### src/rtl/nk_serial_adder.sv
// Multi-cycle adder: K bits per clock through one ripple slice, N/K cycles per add.
// Optional subtract mode enabled by defining NK_SERIAL_ADDER_SUB_EN.
module nk_serial_adder #(
    parameter int N = 16,
    parameter int K = 4
) (
    input  logic         clock,
    input  logic         reset_,
    input  logic         start,
    input  logic [N-1:0] x,
    input  logic [N-1:0] y,
    input  logic         cin,
`ifdef NK_SERIAL_ADDER_SUB_EN
    input  logic         sub,
`endif
    output logic         ready,
    output logic [N-1:0] s,
    output logic         cout,
    output logic         done
);
    localparam int SLICES = N / K;
    localparam int CW     = (SLICES > 1) ? $clog2(SLICES) : 1;
    localparam logic [CW-1:0] LAST = CW'(SLICES - 1);

    typedef enum logic [1:0] {IDLE, RUN, DONE} state_t;

    state_t        state;
    logic [N-1:0]  xr, yr;
    logic          c;
    logic [CW-1:0] cnt;
    logic [K:0]    slice;
    logic [N-1:0]  s_next;
    logic [N-1:0]  y_load;
    logic          c_load;

`ifdef NK_SERIAL_ADDER_SUB_EN
    // Two's-complement subtract: invert y, force carry-in to one.
    assign y_load = sub ? ~y : y;
    assign c_load = sub ? 1'b1 : cin;
`else
    assign y_load = y;
    assign c_load = cin;
`endif

    assign slice  = {1'b0, xr[K-1:0]} + {1'b0, yr[K-1:0]} + {{K{1'b0}}, c};
    // New slice enters at the top; after N/K slices slice 0 sits at the bottom.
    assign s_next = N'({slice[K-1:0], s} >> K);

    always_ff @(posedge clock or negedge reset_) begin
        if (!reset_) begin
            state <= IDLE;
            xr    <= '0;
            yr    <= '0;
            c     <= 1'b0;
            cnt   <= '0;
            s     <= '0;
            cout  <= 1'b0;
        end else begin
            case (state)
                IDLE: begin
                    if (start) begin
                        xr    <= x;
                        yr    <= y_load;
                        c     <= c_load;
                        cnt   <= '0;
                        state <= RUN;
                    end
                end
                RUN: begin
                    s   <= s_next;
                    xr  <= xr >> K;
                    yr  <= yr >> K;
                    c   <= slice[K];
                    cnt <= cnt + 1'b1;
                    if (cnt == LAST) begin
                        cout  <= slice[K];
                        state <= DONE;
                    end
                end
                DONE:    state <= IDLE;
                default: state <= IDLE;
            endcase
        end
    end

    assign ready = (state == IDLE);
    assign done  = (state == DONE);

endmodule

### config.mk
export PLATFORM = sky130hd
export DESIGN_NAME = nk_serial_adder
export DESIGN_NICKNAME = d
export VERILOG_FILES = /design/src/rtl/nk_serial_adder.sv
export SDC_FILE = /design/constraint.sdc
export NUM_CORES = 1
export LEC_CHECK = 0
export BUFFER_PORTS_ARGS = -buffer_cell sky130_fd_sc_hd__buf_2
export CORE_ASPECT_RATIO = 1.4
export CORE_MARGIN = 4
export CORE_UTILIZATION = 30
export CTS_CLUSTER_DIAMETER = 40
export DETAILED_ROUTE_END_ITERATION = 10
export PLACE_DENSITY = 0.53
export SLEW_MARGIN = 25
export SYNTH_ARGS = -nofsm -noshare
export SYNTH_HDL_FRONTEND = slang
export SYNTH_SLANG_ARGS = --single-unit
export TNS_END_PERCENT = 100
### constraint.sdc
create_clock -name clock -period 4.45 [get_ports clock]
set_clock_uncertainty 0.2 [all_clocks]
set_input_delay 0 -clock clock [delete_from_list [all_inputs] [get_ports clock]]
set_output_delay 0 -clock clock [all_outputs]
set_load 0.01 [all_outputs]
Yosys cells after proc, flatten, opt, wreduce, memory -nomap -nowiden
Index checks and enable logic that the tools add are counted.

Reductions and logical operators: 5. Equal/unequal tests: 5. Mux-type cells: 11. Add/subtract/negate cells: 3.

Operators by type and width (count): one-hot mux 16 bit (2 select lines) (2); 2-to-1 mux 16 bit (2); one-hot mux 2 bit (2 select lines) (2); 2-to-1 mux 2 bit (3); AND reduction 2 bit (3); adder 4 x 4 -> 5 bit (1); adder 5 x 1 -> 5 bit (1); equality test 2 bit (second input constant) (2); != test 2 bit (second input constant) (2); adder 2 x 1 -> 2 bit (second input constant) (1); equality test 2 x 1 -> 1 bit (second input constant) (1); zero test 2 bit (1); one-hot mux 1 bit (2 select lines) (1); nonzero test 2 bit (1); 2-to-1 mux 1 bit (1).

Input port bits: 36. Bits in registers: 54.

Logic depth before layout (Yosys ltp)
Depth after elaboration: 3. Gate-level depth with buffers: 5. Mapped depth without buffers: 5.

Worst setup path after synthesis
Ideal clock, no wire load.

Path type: register to register. Start point: register c. End point: register c. Period minus slack after synthesis: 1.965 ns. Buffers on the path: 0. Path slack: 2.485 ns. Data arrival time: 1.631 ns. Cell stages (with the launch flop): 6. Setup time: 0.134 ns. Cells stage by stage: dfrtp_1 fa_1 fa_1 a21o_1 a21oi_1 o211ai_1.

Longest elaborated chain between the ends: 2.

RTL lines: from (decl) (line 29) `logic c;`; from (signal assigned) (line 64) `c <= c_load;`; from (signal assigned) (line 73) `c <= slice[K];`; adder 5 x 1 -> 5 bit (line 45) `assign slice = {1'b0, xr[K-1:0]} + {1'b0, yr[K-1:0]} + {{K{1'b0}}, c};`; one-hot mux 1 bit (2 select lines) (line 59) `case (state)`.

No other way between the ends. A chain may end at the register's enable or synchronous reset.

Worst setup path after layout
Start point: register state[1]. End point: register xr[12].

Longest elaborated chain between the ends: 3. Elaborated cells between the ends (all ways): 6.

RTL lines: from (decl) (line 27) `state_t state;`; from (signal assigned) (line 51) `state <= IDLE;`; from (signal assigned) (line 66) `state <= RUN;`; from (signal assigned) (line 77) `state <= DONE;`; equality test 2 x 1 -> 1 bit / zero test 2 bit (equally long branches) (line 59); nonzero test 2 bit (no source line) / != test 2 bit (equally long branches); AND reduction 2 bit (no source line); to (signal assigned) (line 71) `xr <= xr >> K;`; to (decl) (line 28) `logic [N-1:0] xr, yr;`.

Several ways; a longest one is shown, not always the timed one.

==> results.yml <==
route:
  wire_per_inst_um: 14.2
  dr_total_vias: 2271
  dr.pass1.iters: 4
  drt-initial-drc-count: 134
  via_per_inst: 4.85
  ant_nets: 0
  drc: 0
  wl_um: 6660
cells_and_area:
  num-nets-final: 404
  antennaDiodeCount: 0
  register_area_mm2: 0.00135
  area_delta_synth_final_pct: 29.1
  multi_input_area_mm2: 0.00123
  drive_gt1_share_pct: 21.8
  nFillCells: 882
  fin_area_mm2: 0.00353
  utilization_pct: 40.3
floorplanning:
  die_w_um: 88.7
  row_count: 40
  coreArea_mm2: 0.00876
  initial_core_util_pct: 31.2
  ios: 55
  die-area_mm2: 0.0107
  dieHeight_um: 121
hold_path:
  worstHoldPathType: "in -> async"
global_route:
  grt_pass1_wl_um: 11200
  antenna_found_initial: 0
  grt_pass1_vias: 2285
  grt_overflow: 0
  grt_max_degree: 55
  grt_util_all_layers_pct: 13.3
sta:
  clock.fmax_mhz: 396
  setup_viol: 0
  tightest_slew_ns: 0.798
  hold_ws_ns: 0.156
  rsz0062_at_grt: "false"
  fin_tns_setup_ns: 0
  drv_slew: 0
  relSlewSlack_pct: 46.5
  period_needed_ns: 2.53
  fin_crit_sh_pct: 56.8
  hold_viol_final: 0
synth:
  ys_warn_count: 0
  synthesis.nets: 326
  ys_seq_area_share_pct: 49.5
  syn-cell-area_mm2: 0.00273
  yosysTopAreaCellShare_pct: 49.5
  synth_cells: 284
  yosysTopAreaCell: "dfrtp_1"
  ys_types: 30
  syn_area_per_cell_um2: 9.62
  synth_area_leaders: "dfrtp_1, nor2b_1, nand2_1"
  synth-seq-cells: 54
placement:
  dpl_cell_area_mm2: 0.00302
  place.gp.congestion: 0.726
  dp_hpwl_um: 4320
  portBuffers: 54
worst_setup_path:
  r2r-start: "state[1]$_DFFE_PN0P_"
  r2r_setup_slack_ns: 1.92
  worst-setup-path-type: "reg -> reg"
  worstPathRequired_ns: 4.46
  regToRegEndpoint: "xr[12]$_DFFE_PN0P_"
  cp-end-kind: "flop"
  cp.arrival_ns: 2.54
  cp_max_fo: 27
  r2r_cells: 5
  start_kind: "flop"
clock_tree:
  path_clk_slew_ns: 0.07
  ctsLongestPathBuffers: 2
  htreeDepth: 2
  cts-root-buf: "clkbuf_16"
  tritoncts: "yes"
  postCtsSetupBuffers: 0
  cts.sinks: 54
  worstSkewPairLatency_ns: 0.29
  cts_made_buffers: 5
outcome:
  status: "finished clean"
power_and_ir_drop:
  peakVddDrop_mv: 0.303
  p_total_uw: 2170
  total_leakage_power_uw: 0.00163
  p_per_area_mw_per_mm2: 616
flow_run:
  cap_viol_max_count: 0
==> per-layer routing <==
metal	part of all wire (%)	track usage [%]	vias up
met5	0	0	-
met1	44	17.4	1075
met2	49	21.8	56
li1	-	-	1134
met3	4.7	2.51	6
met4	1.6	4.54	0
==> state kept, by name, summed over array words and instances, names as in the netlist <==
register / cells
cnt: 2
state: 2
s: 16
xr: 16
yr: 16
cout: 1
c: 1
==> cells in the final DEF (no fill, tap or decap), drive strengths merged <==
cell type and instances:
buf 59, dfrtp 54, nand2 53, o21ai 37, a21oi 36, dlygate4sd3 34
nor2b 33, a22oi 24, clkbuf 6, nor2 4, ha 4, nand3b 2
o211ai 2, and2b 2, fa 2, nand2b 1, inv 1, mux2i 1
a21o 1, xnor2 1, nand4b 1, nor4b 1, nor4bb 1, a221oi 1
bufinv 1, clkinvlp 1
==> worst max-delay path, cell delays in order, from the launching register on <==
cell and delay [ns]:
dfrtp_1 0.60, buf_4 0.35, nor2b_2 0.66, buf_4 0.39, a21oi_1 0.11, o21ai_1 0.13
==> cells in the mapped netlist, drive strengths merged <==
library cell,number
a21o,1
a21oi,36
a221oi,1
a22oi,24
and2b,2
buf,17
clkbuf,5
dfrtp,54
fa,2
ha,4
inv,1
mux2i,1
nand2,53
nand2b,1
nand3b,2
nand4b,1
nor2,4
nor2b,33
nor4b,1
nor4bb,1
o211ai,2
o21ai,37
xnor2,1
==> power by group <==
group | leakage, uW | internal (uW) | switching [uW]
logic | 0.000849 | 373 | 502
clock network | 0.0000771 | 266 | 179
registers | 0.000699 | 693 | 161
total | 0.00163 | 1330 | 842
==> kinds of logic (layout without fill, tap and decap cells) <==
group                    Yosys count  count (layout)  share of synthesized area [%]
AO/OA/AOI/OAI                    101             101                           22.6
XOR/XNOR                           1               1                          0.321
adder cells (fa/ha/maj)            6               6                           3.30
buffers and inverters             23             102                           5.95
flip-flops                        54              54                           49.5
multiplexers                       1               1                          0.366
AND/OR/NAND/NOR                   98              98                           18.0
==> what timing repair did <==
item                      in CTS  in global routing
resized for setup              0                  0
hold endpoints to repair      87                  0
hold buffers                  34                  0
==> per-stage QoR <==
stage                     setup WS (ns)  std cells
final                              1.92        468
after CTS                          1.92        468
after global routing               1.68        468
after detailed placement           1.94        426
after global placement             2.01        426
after floorplan                    2.49        284
==> worst max-delay path by stage <==
stage	startpoint	end	cells past startpoint
4_1_cts	state[1]$_DFFE_PN0P_	yr[4]$_DFFE_PN0P_	5
3_3_place_gp	state[1]$_DFFE_PN0P_	xr[15]$_DFFE_PN0P_	5
5_1_grt	state[1]$_DFFE_PN0P_	xr[4]$_DFFE_PN0P_	5
6_report	state[1]$_DFFE_PN0P_	xr[12]$_DFFE_PN0P_	5
3_5_place_dp	state[1]$_DFFE_PN0P_	yr[4]$_DFFE_PN0P_	5
2_1_floorplan	c$_DFFE_PN0P_	c$_DFFE_PN0P_	5
==> final cells by class <==
type	instances	area share, %
Tap cell	105	3.72
Multi-Input combinational cell	207	34.8
Clock inverter	2	1.06
Inverter	1	0.106
Clock buffer	6	3.65
Sequential cell	54	38.3
Timing Repair Buffer	93	18.4
No activity file was read; power rests on OpenSTA's default activity.
